`src/rtl/alu_seq_pkg.sv`:
```
// Shared opcodes, FSM state encoding and widths for the sequential ALU.
// The divider is present only when ALU_SEQ_DIV_EN is defined.
package alu_seq_pkg;

   localparam int unsigned OP_W = 4;

   localparam logic [OP_W-1:0] OP_AND   = 4'b0000;
   localparam logic [OP_W-1:0] OP_OR    = 4'b0001;
   localparam logic [OP_W-1:0] OP_ADD   = 4'b0010;
   localparam logic [OP_W-1:0] OP_SUB   = 4'b0110;
   localparam logic [OP_W-1:0] OP_SLT   = 4'b0111;
   localparam logic [OP_W-1:0] OP_MUL   = 4'b1000;
   localparam logic [OP_W-1:0] OP_MULHU = 4'b1001;
   localparam logic [OP_W-1:0] OP_DIVU  = 4'b1010;
   localparam logic [OP_W-1:0] OP_REMU  = 4'b1011;

   typedef enum logic [1:0] {
      S_IDLE = 2'd0,
      S_MUL  = 2'd1,
      S_DIV  = 2'd2,
      S_DONE = 2'd3
   } state_e;

endpackage

```
`src/rtl/alu_seq_if.sv`:
```
// Issue/result handshake bundle between the control unit (master) and the ALU (slave).
interface alu_seq_if
   import alu_seq_pkg::*;
#(
   parameter int unsigned WIDTH = 32
);
   logic             in_valid_i;
   logic             in_ready_o;
   logic [OP_W-1:0]  op_i;
   logic [WIDTH-1:0] src1_i;
   logic [WIDTH-1:0] src2_i;
   logic             out_valid_o;
   logic             out_ready_i;
   logic [WIDTH-1:0] result_o;
   logic             zero_o;
   logic             ovf_o;
   logic             err_o;

   modport slave (
      input  in_valid_i, op_i, src1_i, src2_i, out_ready_i,
      output in_ready_o, out_valid_o, result_o, zero_o, ovf_o, err_o
   );

   modport master (
      output in_valid_i, op_i, src1_i, src2_i, out_ready_i,
      input  in_ready_o, out_valid_o, result_o, zero_o, ovf_o, err_o
   );
endinterface

```
`src/rtl/alu_seq_muldiv.sv`:
```
// Iterative shift datapath: shift-add multiply and (with ALU_SEQ_DIV_EN) restoring divide,
// one bit per cycle over WIDTH cycles; hi_c/lo_c expose the value after the current step.
module alu_seq_muldiv #(
   parameter int unsigned WIDTH = 32
) (
   input  logic             clk,
   input  logic             rst_n,
   input  logic             start,
   input  logic             is_div,
   input  logic [WIDTH-1:0] src1,
   input  logic [WIDTH-1:0] src2,
   output logic             busy,
   output logic             done_c,
   output logic [WIDTH-1:0] hi_c,
   output logic [WIDTH-1:0] lo_c
);
   localparam int unsigned CNT_W = $clog2(WIDTH) + 1;
   localparam int unsigned AW    = 2 * WIDTH;

   logic [AW-1:0]    acc_q;
   logic [WIDTH-1:0] opb_q;
   logic [CNT_W-1:0] cnt_q;
   logic             busy_q;
   logic [AW-1:0]    step_c;

   // Multiply: acc = {partial sum, multiplier}; add multiplicand on LSB then shift right.
   logic [WIDTH:0]   mul_sum_c;
   logic [AW-1:0]    mul_nxt_c;
   assign mul_sum_c = {1'b0, acc_q[AW-1:WIDTH]} + (acc_q[0] ? {1'b0, opb_q} : '0);
   assign mul_nxt_c = {mul_sum_c, acc_q[WIDTH-1:1]};

`ifdef ALU_SEQ_DIV_EN
   // Divide: acc = {remainder, dividend/quotient}; shift left, keep the trial subtract if >= 0.
   logic             div_q;
   logic [WIDTH:0]   div_rs_c;
   logic [WIDTH:0]   div_diff_c;
   logic [AW-1:0]    div_nxt_c;
   assign div_rs_c   = acc_q[AW-1:WIDTH-1];
   assign div_diff_c = div_rs_c - {1'b0, opb_q};
   assign div_nxt_c  = div_diff_c[WIDTH]
                       ? {div_rs_c[WIDTH-1:0],   acc_q[WIDTH-2:0], 1'b0}
                       : {div_diff_c[WIDTH-1:0], acc_q[WIDTH-2:0], 1'b1};
   assign step_c     = div_q ? div_nxt_c : mul_nxt_c;
`else
   assign step_c     = mul_nxt_c;
`endif

   always_ff @(posedge clk) begin
      if (!rst_n) begin
         acc_q  <= '0;
         opb_q  <= '0;
         cnt_q  <= '0;
         busy_q <= 1'b0;
`ifdef ALU_SEQ_DIV_EN
         div_q  <= 1'b0;
`endif
      end else if (start) begin
         acc_q  <= {{WIDTH{1'b0}}, (is_div ? src1 : src2)};
         opb_q  <= is_div ? src2 : src1;
         cnt_q  <= CNT_W'(WIDTH - 1);
         busy_q <= 1'b1;
`ifdef ALU_SEQ_DIV_EN
         div_q  <= is_div;
`endif
      end else if (busy_q) begin
         acc_q <= step_c;
         cnt_q <= cnt_q - CNT_W'(1);
         if (cnt_q == '0) busy_q <= 1'b0;
      end
   end

   assign busy   = busy_q;
   assign done_c = busy_q & (cnt_q == '0);
   assign hi_c   = step_c[AW-1:WIDTH];
   assign lo_c   = step_c[WIDTH-1:0];

endmodule

```
`src/rtl/alu_seq.sv`:
```
// Multi-cycle ALU top: valid/ready handshake FSM, single-cycle ops and result flags.
// Define ALU_SEQ_DIV_EN to enable DIVU/REMU; otherwise those opcodes report illegal.
module alu_seq
   import alu_seq_pkg::*;
#(
   parameter int unsigned WIDTH = 32
) (
   input logic       clk,
   input logic       rst_n,
   alu_seq_if.slave  bus
);
   localparam int unsigned MSB = WIDTH - 1;

   state_e           state_q, state_d;
   logic [OP_W-1:0]  op_q;
   logic             in_ready_q, out_valid_q, zero_q, ovf_q, err_q;
   logic [WIDTH-1:0] result_q;

   logic             in_ready_d, out_valid_d, ovf_d, err_d;
   logic [WIDTH-1:0] result_d;

   logic             accept_c, is_mul_c, is_div_c, div_zero_c, start_c;
   logic [WIDTH-1:0] add_c, sub_c;
   logic             add_ovf_c, sub_ovf_c, slt_c;
   logic             md_busy, md_done_c;
   logic [WIDTH-1:0] md_hi_c, md_lo_c;

   assign accept_c = bus.in_valid_i & in_ready_q;
   assign is_mul_c = (bus.op_i == OP_MUL) | (bus.op_i == OP_MULHU);
`ifdef ALU_SEQ_DIV_EN
   assign is_div_c = (bus.op_i == OP_DIVU) | (bus.op_i == OP_REMU);
`else
   assign is_div_c = 1'b0;
`endif
   assign div_zero_c = is_div_c & (bus.src2_i == '0);
   assign start_c    = accept_c & (is_mul_c | (is_div_c & ~div_zero_c));

   assign add_c     = bus.src1_i + bus.src2_i;
   assign sub_c     = bus.src1_i - bus.src2_i;
   assign add_ovf_c = (bus.src1_i[MSB] == bus.src2_i[MSB]) & (add_c[MSB] != bus.src1_i[MSB]);
   assign sub_ovf_c = (bus.src1_i[MSB] != bus.src2_i[MSB]) & (sub_c[MSB] != bus.src1_i[MSB]);
   assign slt_c     = $signed(bus.src1_i) < $signed(bus.src2_i);

   alu_seq_muldiv #(.WIDTH(WIDTH)) u_muldiv (
      .clk    (clk),
      .rst_n  (rst_n),
      .start  (start_c),
      .is_div (is_div_c),
      .src1   (bus.src1_i),
      .src2   (bus.src2_i),
      .busy   (md_busy),
      .done_c (md_done_c),
      .hi_c   (md_hi_c),
      .lo_c   (md_lo_c)
   );

   // State register
   always_ff @(posedge clk) begin
      if (!rst_n) state_q <= S_IDLE;
      else        state_q <= state_d;
   end

   // Next-state logic
   always_comb begin
      state_d = state_q;
      unique case (state_q)
         S_IDLE: begin
            if (accept_c) begin
               if (is_mul_c)                    state_d = S_MUL;
               else if (is_div_c & ~div_zero_c) state_d = S_DIV;
               else                             state_d = S_DONE;
            end
         end
         S_MUL, S_DIV: begin
            if (md_done_c)     state_d = S_DONE;
            else if (!md_busy) state_d = S_IDLE;   // unreachable recovery if the datapath drops out
         end
         S_DONE: begin
            if (bus.out_ready_i) state_d = S_IDLE;
         end
         default: state_d = S_IDLE;
      endcase
   end

   // Next values of the registered outputs
   always_comb begin
      out_valid_d = out_valid_q;
      result_d    = result_q;
      ovf_d       = ovf_q;
      err_d       = err_q;
      in_ready_d  = (state_d == S_IDLE);
      unique case (state_q)
         S_IDLE: begin
            if (accept_c & ~start_c) begin
               out_valid_d = 1'b1;
               result_d    = '0;
               ovf_d       = 1'b0;
               err_d       = 1'b0;
               case (bus.op_i)
                  OP_ADD: begin result_d = add_c; ovf_d = add_ovf_c; end
                  OP_SUB: begin result_d = sub_c; ovf_d = sub_ovf_c; end
                  OP_AND: result_d = bus.src1_i & bus.src2_i;
                  OP_OR:  result_d = bus.src1_i | bus.src2_i;
                  OP_SLT: result_d = {{(WIDTH-1){1'b0}}, slt_c};
`ifdef ALU_SEQ_DIV_EN
                  OP_DIVU: begin result_d = '1;         err_d = 1'b1; end
                  OP_REMU: begin result_d = bus.src1_i; err_d = 1'b1; end
`endif
                  default: err_d = 1'b1;
               endcase
            end
         end
         S_MUL, S_DIV: begin
            if (md_done_c) begin
               out_valid_d = 1'b1;
               ovf_d       = 1'b0;
               err_d       = 1'b0;
               result_d    = ((op_q == OP_MULHU) | (op_q == OP_REMU)) ? md_hi_c : md_lo_c;
            end
         end
         S_DONE: begin
            if (bus.out_ready_i) out_valid_d = 1'b0;
         end
         default: out_valid_d = 1'b0;
      endcase
   end

   // Output and opcode registers
   always_ff @(posedge clk) begin
      if (!rst_n) begin
         in_ready_q  <= 1'b1;
         out_valid_q <= 1'b0;
         result_q    <= '0;
         zero_q      <= 1'b1;
         ovf_q       <= 1'b0;
         err_q       <= 1'b0;
         op_q        <= '0;
      end else begin
         in_ready_q  <= in_ready_d;
         out_valid_q <= out_valid_d;
         result_q    <= result_d;
         zero_q      <= (result_d == '0);
         ovf_q       <= ovf_d;
         err_q       <= err_d;
         if (accept_c) op_q <= bus.op_i;
      end
   end

   assign bus.in_ready_o  = in_ready_q;
   assign bus.out_valid_o = out_valid_q;
   assign bus.result_o    = result_q;
   assign bus.zero_o      = zero_q;
   assign bus.ovf_o       = ovf_q;
   assign bus.err_o       = err_q;

endmodule

```
`src/flat_wrapper.sv`:
```
// flat-port wrapper written by rule: the top's interface ports become plain ports
module alu_seq_flat import alu_seq_pkg::*;
#(
   parameter int unsigned WIDTH = 32
)
  (clk, rst_n, bus_in_valid_i, bus_op_i, bus_src1_i, bus_src2_i, bus_out_ready_i, bus_in_ready_o, bus_out_valid_o, bus_result_o, bus_zero_o, bus_ovf_o, bus_err_o);
  alu_seq_if #(.WIDTH(WIDTH)) bus_i ();
  input logic clk;
  input logic rst_n;
  input wire logic [$bits(bus_i.in_valid_i)-1:0] bus_in_valid_i;
  input wire logic [$bits(bus_i.op_i)-1:0] bus_op_i;
  input wire logic [$bits(bus_i.src1_i)-1:0] bus_src1_i;
  input wire logic [$bits(bus_i.src2_i)-1:0] bus_src2_i;
  input wire logic [$bits(bus_i.out_ready_i)-1:0] bus_out_ready_i;
  output wire logic [$bits(bus_i.in_ready_o)-1:0] bus_in_ready_o;
  output wire logic [$bits(bus_i.out_valid_o)-1:0] bus_out_valid_o;
  output wire logic [$bits(bus_i.result_o)-1:0] bus_result_o;
  output wire logic [$bits(bus_i.zero_o)-1:0] bus_zero_o;
  output wire logic [$bits(bus_i.ovf_o)-1:0] bus_ovf_o;
  output wire logic [$bits(bus_i.err_o)-1:0] bus_err_o;
  assign bus_i.in_valid_i = bus_in_valid_i;
  assign bus_i.op_i = bus_op_i;
  assign bus_i.src1_i = bus_src1_i;
  assign bus_i.src2_i = bus_src2_i;
  assign bus_i.out_ready_i = bus_out_ready_i;
  assign bus_in_ready_o = bus_i.in_ready_o;
  assign bus_out_valid_o = bus_i.out_valid_o;
  assign bus_result_o = bus_i.result_o;
  assign bus_zero_o = bus_i.zero_o;
  assign bus_ovf_o = bus_i.ovf_o;
  assign bus_err_o = bus_i.err_o;
  alu_seq #(.WIDTH(WIDTH)) u_core (.clk(clk), .rst_n(rst_n), .bus(bus_i));
endmodule
```
`config.mk`:
```
export PLATFORM = sky130hd
export DESIGN_NAME = alu_seq_flat
export DESIGN_NICKNAME = d
export VERILOG_FILES = /design/src/rtl/alu_seq_pkg.sv /design/src/rtl/alu_seq_if.sv /design/src/rtl/alu_seq_muldiv.sv /design/src/rtl/alu_seq.sv /design/src/flat_wrapper.sv
export SDC_FILE = /design/constraint.sdc
export NUM_CORES = 1
export LEC_CHECK = 0
export BUFFER_PORTS_ARGS = -buffer_cell sky130_fd_sc_hd__buf_2
export CAP_MARGIN = 30
export CELL_PAD_IN_SITES_DETAIL_PLACEMENT = 0
export CELL_PAD_IN_SITES_GLOBAL_PLACEMENT = 2
export CORE_MARGIN = 4
export CORE_UTILIZATION = 40
export CTS_BUF_LIST = sky130_fd_sc_hd__clkbuf_2 sky130_fd_sc_hd__clkbuf_4 sky130_fd_sc_hd__clkbuf_8
export DETAILED_ROUTE_END_ITERATION = 6
export PLACE_DENSITY = 0.92
export SLEW_MARGIN = 20
export SYNTH_ARGS = -nofsm -noshare
export SYNTH_HDL_FRONTEND = slang
export SYNTH_SLANG_ARGS = --single-unit
```
`constraint.sdc`:
```
create_clock -name clk -period 6.6 [get_ports clk]
set_input_delay 0.99 -clock clk [delete_from_list [all_inputs] [get_ports clk]]
set_output_delay 0.99 -clock clk [all_outputs]
set_load 0.005 [all_outputs]
```
# [After elaboration in Yosys (flattened, before gate mapping)]
# Index checks and enable logic that the tools add are counted.
[word_totals] register_bits=146 inputBits=72 out_inout_bits=37 wordCells=91
[op_classes] add_sub_neg=4 magnitude_cmp=1 n_eq_ne=18 muxes=30 n_bitwise=12 n_reduce_logical=12
[ops] operator="32-bit two-way mux" count=6
[ops] operator="32-bit one-hot mux with 5 select lines" count=1
[ops] operator="32-bit one-hot mux with 2 select lines" count=1
[ops] operator="32-bit by 32-bit adder with 33-bit output" count=1
[ops] operator="32-bit adder" count=1
[ops] operator="32-bit bitwise AND" count=1
[ops] operator="32-bit logical NOT" count=1
[ops] operator="32-bit less-than comparator" count=1
[ops] operator="32-bit bitwise OR" count=1
[ops] operator="32-bit subtractor" count=1
[ops] operator="4-bit == test, second input constant" count=4
[ops] operator="1-bit two-way mux" count=10
[ops] operator="2-bit two-way mux" count=5
[ops] operator="5-bit two-way mux" count=2
[ops] operator="4-bit by 3-bit == test with 1-bit output, second input constant" count=2
[ops] operator="1-bit bitwise AND" count=6
[ops] operator="6-bit logical NOT" count=1
[ops] operator="1-bit one-hot mux with 2 select lines" count=3
[ops] operator="2-bit one-hot mux with 3 select lines" count=1
[ops] operator="3-bit AND reduction" count=2
[ops] operator="6-bit by 1-bit subtractor with 6-bit output, second input constant" count=1
[ops] operator="5-bit OR reduction" count=1
[ops] operator="2-bit == test, second input constant" count=2
[ops] operator="4-bit by 1-bit == test with 1-bit output, second input constant" count=1
[ops] operator="13 further kinds" count=21

# [Depth between registers and ports, before layout]
[logic_depth] word_depth=8 ltp_mapped=15 depth_no_buf=15

# [Cells and area by module]
# A second synthesis with hierarchy kept.
[hier_totals] hier_cells=1958 hier_area_um2=15147.0
[modules_own_cells] module="alu_seq" n_inst=1 cells_each=1182 area_per_inst_um2=7998.9
[modules_own_cells] module="alu_seq_muldiv" n_inst=1 cells_each=776 area_per_inst_um2=7148.1

# [Worst setup path before layout]
# OpenSTA, ideal clock, no wires.
[synth_path] kind="input port to flip-flop" from="input bus_src1_i[0]" to="register u_core.zero_q, in the netlist u_core.bus.zero_o" setup_time_ns=0.069 arrival_ns=3.799 setup_slack_ns=2.732 stages=14 n_path_buf=0 cell_sequence="inv_1 > ha_1 > fa_1 > nor2_1 > o311ai_2 > and2_1 > a2111o_1 > a311oi_2 > nor2_1 > o311ai_2 > xnor2_1 > a221o_1 > nand4b_1 > o21ai_1"
[synth_via] elab_chain_cells=5 word_cells_on_any_way=9 cone_classes="add/sub (2); order compare (1); mux (3); bitwise (2); reduce/logical (1)"
[synth_rtl] item="from (decl)" line="flat_wrapper.sv:12" rtl="input wire logic [$bits(bus_i.src1_i)-1:0] bus_src1_i;"
[synth_rtl] item="32-bit subtractor, or another cell as far along" line="alu_seq.sv:39" rtl="assign sub_c = bus.src1_i - bus.src2_i;"
[synth_rtl] item="32-bit one-hot mux with 5 select lines *" line="alu_seq.sv:99" rtl="case (bus.op_i)"
[synth_rtl] item="32-bit two-way mux *" line="alu_seq.sv:94" rtl="if (accept_c & ~start_c) begin"
[synth_rtl] item="32-bit one-hot mux with 2 select lines *" line="alu_seq.sv:92" rtl="unique case (state_q)"
[synth_rtl] item="32-bit logical NOT *" line="alu_seq.sv:142" rtl="zero_q <= (result_d == '0);"
[synth_rtl] item="to (signal assigned)" line="alu_seq.sv:142"
[synth_rtl] item="to (decl)" line="alu_seq.sv:16" rtl="logic in_ready_q, out_valid_q, zero_q, ovf_q, err_q;"
# Mark *: on every way between the ends. The rest lies on a longest branch, timed or not.
# A chain may end at the register's enable or synchronous reset.

# [Worst setup path in the final report]
[layout_path] from="register u_core.u_muldiv.acc_q[0]" to="register u_core.zero_q, in the netlist u_core.bus.zero_o"
[layout_via] elab_chain_cells=6
[layout_rtl] item="from (decl)" line="alu_seq_muldiv.sv:20" rtl="logic [AW-1:0] acc_q;"
[layout_rtl] item="from (signal assigned)" line="alu_seq_muldiv.sv:58" rtl="acc_q <= {{WIDTH{1'b0}}, (is_div ? src1 : src2)};"
[layout_rtl] item="from (signal assigned)" line="alu_seq_muldiv.sv:66" rtl="acc_q <= step_c;"
[layout_rtl] item="32-bit two-way mux" line="alu_seq_muldiv.sv:29" rtl="assign mul_sum_c = {1'b0, acc_q[AW-1:WIDTH]} + (acc_q[0] ? {1'b0, opb_q} : '0);"
[layout_rtl] item="32-bit by 32-bit adder with 33-bit output" line="alu_seq_muldiv.sv:29"
[layout_rtl] item="32-bit two-way mux" line="alu_seq.sv:118" rtl="result_d = ((op_q == OP_MULHU) | (op_q == OP_REMU)) ? md_hi_c : md_lo_c;"
[layout_rtl] item="32-bit two-way mux" line="alu_seq.sv:114" rtl="if (md_done_c) begin"
[layout_rtl] item="32-bit one-hot mux with 2 select lines" line="alu_seq.sv:92"
[layout_rtl] item="32-bit logical NOT" line="alu_seq.sv:142"
# Every way passes these cells.

==> flow_metrics.tcl <==
set metrics [dict create \
    min_path_cells 2 \
    worstPathArrival_ns 4.97 \
    multi_input_area_um2 10000 \
    cap_viol_max_count 0 \
    synth_area_leader_cell "dfxtp_1" \
    clk_latency_ns 0.51 \
    hold_buffers 0 \
    synthAdderAreaFrac_pct 13.8 \
    synth-seq-cells 145 \
    path_clk_slew_ns 0.09 \
    mappedNetlistNets 2023 \
    synthArstFlopShare_pct 0 \
    seq_area_um2 2910 \
    grt_setup_unrepaired "no" \
    cp_slowest_cell "o21ai_0" \
    drt-total-wl_um 55700 \
    io_buffers 108 \
    cts_max_level 4 \
    grt_max_degree 64 \
    synthDistinctLibCells 86 \
    postRouteAntennaNets 0 \
    fillCellCount 3510 \
    synthCells 1802 \
    syn-cell-area_um2 13700 \
    hold_class "register to register" \
    ff2ff_setup_slack_ns 2.08 \
    timing.final.crit_share_pct 68.4 \
    synthSimpleGateAreaFrac_pct 21.4 \
    antenna_found_initial 1 \
    critical_path_required_ns 7.05 \
    coreArea_um2 33600 \
    grt_usage_pct 29.4 \
    die-height_um 193 \
    cpPeakStageDelay_ns 0.68 \
    synth.area.mux_share_pct 4.83 \
    synth-xor-area-share_pct 3.39 \
    r2r-end "u_core.bus.zero_o" \
    initialDrtViolationCount 1498 \
    final_nets 2065 \
    synth_ff_type "dfxtp_1" \
    dieWidth_um 193 \
    setup_viol 0 \
    synth_top_area_share_pct 21.2 \
    synth_seq_area_share_pct 21.2 \
    finalWeightedCongestion 1.04 \
    synth.area.top_cells "dfxtp_1 (21%), ha_1 (13%), nand2_1 (6.0%)" \
    fmax_ghz 0.221 \
    post_cts_buffers 0 \
    criticalPathCategory "register to register" \
    rr_startpoint "u_core.u_muldiv.acc_q[0]" \
    routed_via_density 6.14 \
    grt_overflow 0 \
    clock_skew_ns 0.0159 \
    worstSetupStartpointType "register" \
    initial_utilization_pct 40.7 \
    cts.path.max_buffers 2 \
    hold_path_end "u_core.u_muldiv.opb_q[27]" \
    synth-compound-area-share_pct 29.6 \
    final_cells 2306 \
    worstHoldStart "u_core.u_muldiv.opb_q[27]" \
    relSlewSlack_pct 38.3 \
    final_area_um2 15000 \
    area_growth_pct 9.55 \
    drv_slew 0 \
    status "complete, no violations" \
    min_period_ns 4.52 \
    cts_root_buf "clkbuf_8" \
    firstDrtPassIters 7 \
    vias 14200 \
    drc 0 \
    num_io_pins 109 \
    fin_tns_setup_ns 0 \
    cts.sinks 145 \
    critical_path_peak_fanout 7 \
    final_common_cell "nand2_1" \
    rr_worst_depth 15 \
    core.rowCount 67 \
    cts_tree "built" \
    cts_resized 0 \
    peakVddDrop_mv 0.153 \
    cts_buffers 17 \
    crit_path_end_kind "register" \
    path_cells "and2_1 > ha_1 > inv_1 > fa_1 > nand2b_1 > a211oi_1 > nor2_1 > o21ai_0 > o31ai_1 > xnor2_1 > a222oi_1 > o21ai_0 > nor3_1 > nand4b_1 > o21ai_1" \
    final_cell_mix "nand2_1 (219), nor2_1 (148), ha_1 (146)" \
    die_area_um2 37300 \
    layout-drive-gt1-share_pct 10.5 \
    grt_pass1_wl_um 83100 \
    hpwlAfterDp_um 43000 \
    p_leak_nw 6.68 \
    ys.warnings.count 0 \
    synth_top_family_by_area "compound AO/OA/AOI/OAI gates" \
    powerDensity_nw_per_um2 180 \
    syn_avg_cell_area_um2 7.60 \
    dpl_cell_area_um2 14600 \
    holdWs_ns 0.466 \
    dp_cells 2272 \
    path_common_cell "o21ai_0" \
    hold_violations 0 \
    wl_per_cell_um 24.2 \
    tightest_slew_ns 0.923 \
    synth_edf_count 0 \
    grt_pass1_vias 13500 \
]
[layer usage]
layer  track usage (%)  up-vias  share of wire (%)
met3              6.01       93                8.7
met1              41.1     6812                 45
met4              9.91        0                3.1
li1                  -     6608                  -
met5                 0        -                  0
met2              45.3      650                 43
[where the power goes]
group / leakage (nW) / switching [W] / internal, W / total (W)
Sequential: 1.18 / 0.0000569 / 0.000927 / 0.000984
Combinational: 5.32 / 0.000652 / 0.000317 / 0.000969
Clock: 0.191 / 0.000423 / 0.000329 / 0.000753
Total: 6.68 / 0.00113 / 0.00157 / 0.00271
[final cells by class]
cell class	instances	area share, %
Antenna cell	1	0.0167
Inverter	107	2.68
Tap cell	448	3.74
Clock inverter	12	0.792
Multi-Input combinational cell	1447	67.0
Clock buffer	20	1.79
Timing Repair Buffer	126	4.64
Sequential cell	145	19.4
[worst max-delay path by stage]
stage	startpoint	to	slack [ns]	cells past startpoint
2_1_floorplan	bus_src1_i[0]	u_core.bus.zero_o	2.73	14
3_3_place_gp	bus_src1_i[0]	u_core.bus.zero_o	1.75	15
3_5_place_dp	bus_op_i[2]	u_core.bus.zero_o	1.71	13
4_1_cts	u_core.u_muldiv.acc_q[0]	u_core.bus.zero_o	2.24	15
5_1_grt	bus_op_i[2]	u_core.bus.zero_o	1.79	13
6_report	u_core.u_muldiv.acc_q[0]	u_core.bus.zero_o	2.08	15
[registers in the layout (all words and copies together), names as in the netlist, 2 cells and up]
name,cells
u_core.state_q,2
u_core.bus.result_o,32
u_core.u_muldiv.cnt_q,6
u_core.u_muldiv.acc_q,64
u_core.u_muldiv.opb_q,32
u_core.op_q,3
[cell usage after synthesis (7+ instances only)]
master,count
nand2_1,220
nor2_1,150
ha_1,146
dfxtp_1,145
a21oi_1,117
inv_1,105
clkbuf_1,84
o21ai_0,76
mux2i_1,65
and2_1,59
a21boi_0,50
xnor2_1,39
a211oi_1,37
o211a_1,35
a21o_1,32
nor3_1,32
nand3_1,31
o211ai_1,29
nand4_1,23
nor2b_1,21
o31ai_1,18
o21bai_1,17
nor4_1,16
a222oi_1,15
a31oi_1,14
xor2_1,14
a221oi_1,12
o21a_1,12
or3_1,11
buf_1,10
nor3b_1,9
o221ai_1,9
a221o_1,8
buf_2,8
nand2b_1,8
o31a_1,8
a22oi_1,7
o22ai_1,7
[cells by family after synthesis]
kind of cell,after synthesis
flops,145
xor+xnor,53
mux,66
compound gates,563
simple gates,616
fa+ha+maj,149
buf+inv,210
[worst max-delay path: cells and delay by family (launching register included)]
family / cells / cell delay, ns
flops: 1 / 0.45
xor+xnor: 1 / 0.23
fa+ha+maj: 2 / 0.61
simple gates: 5 / 0.98
buf+inv: 1 / 0.07
compound gates: 6 / 2.09
[through the flow]
step	utilization, %	worst slack, ns	power (W)
2_1_floorplan	-	2.73	0.00158
3_3_place_gp	43.4	1.75	0.00193
3_5_place_dp	43.5	1.71	0.00194
4_1_cts	44.6	2.24	0.00269
5_1_grt	44.6	1.79	0.00282
6_report	44.6	2.08	0.00271
No activity file was read; power rests on OpenSTA's default activity.
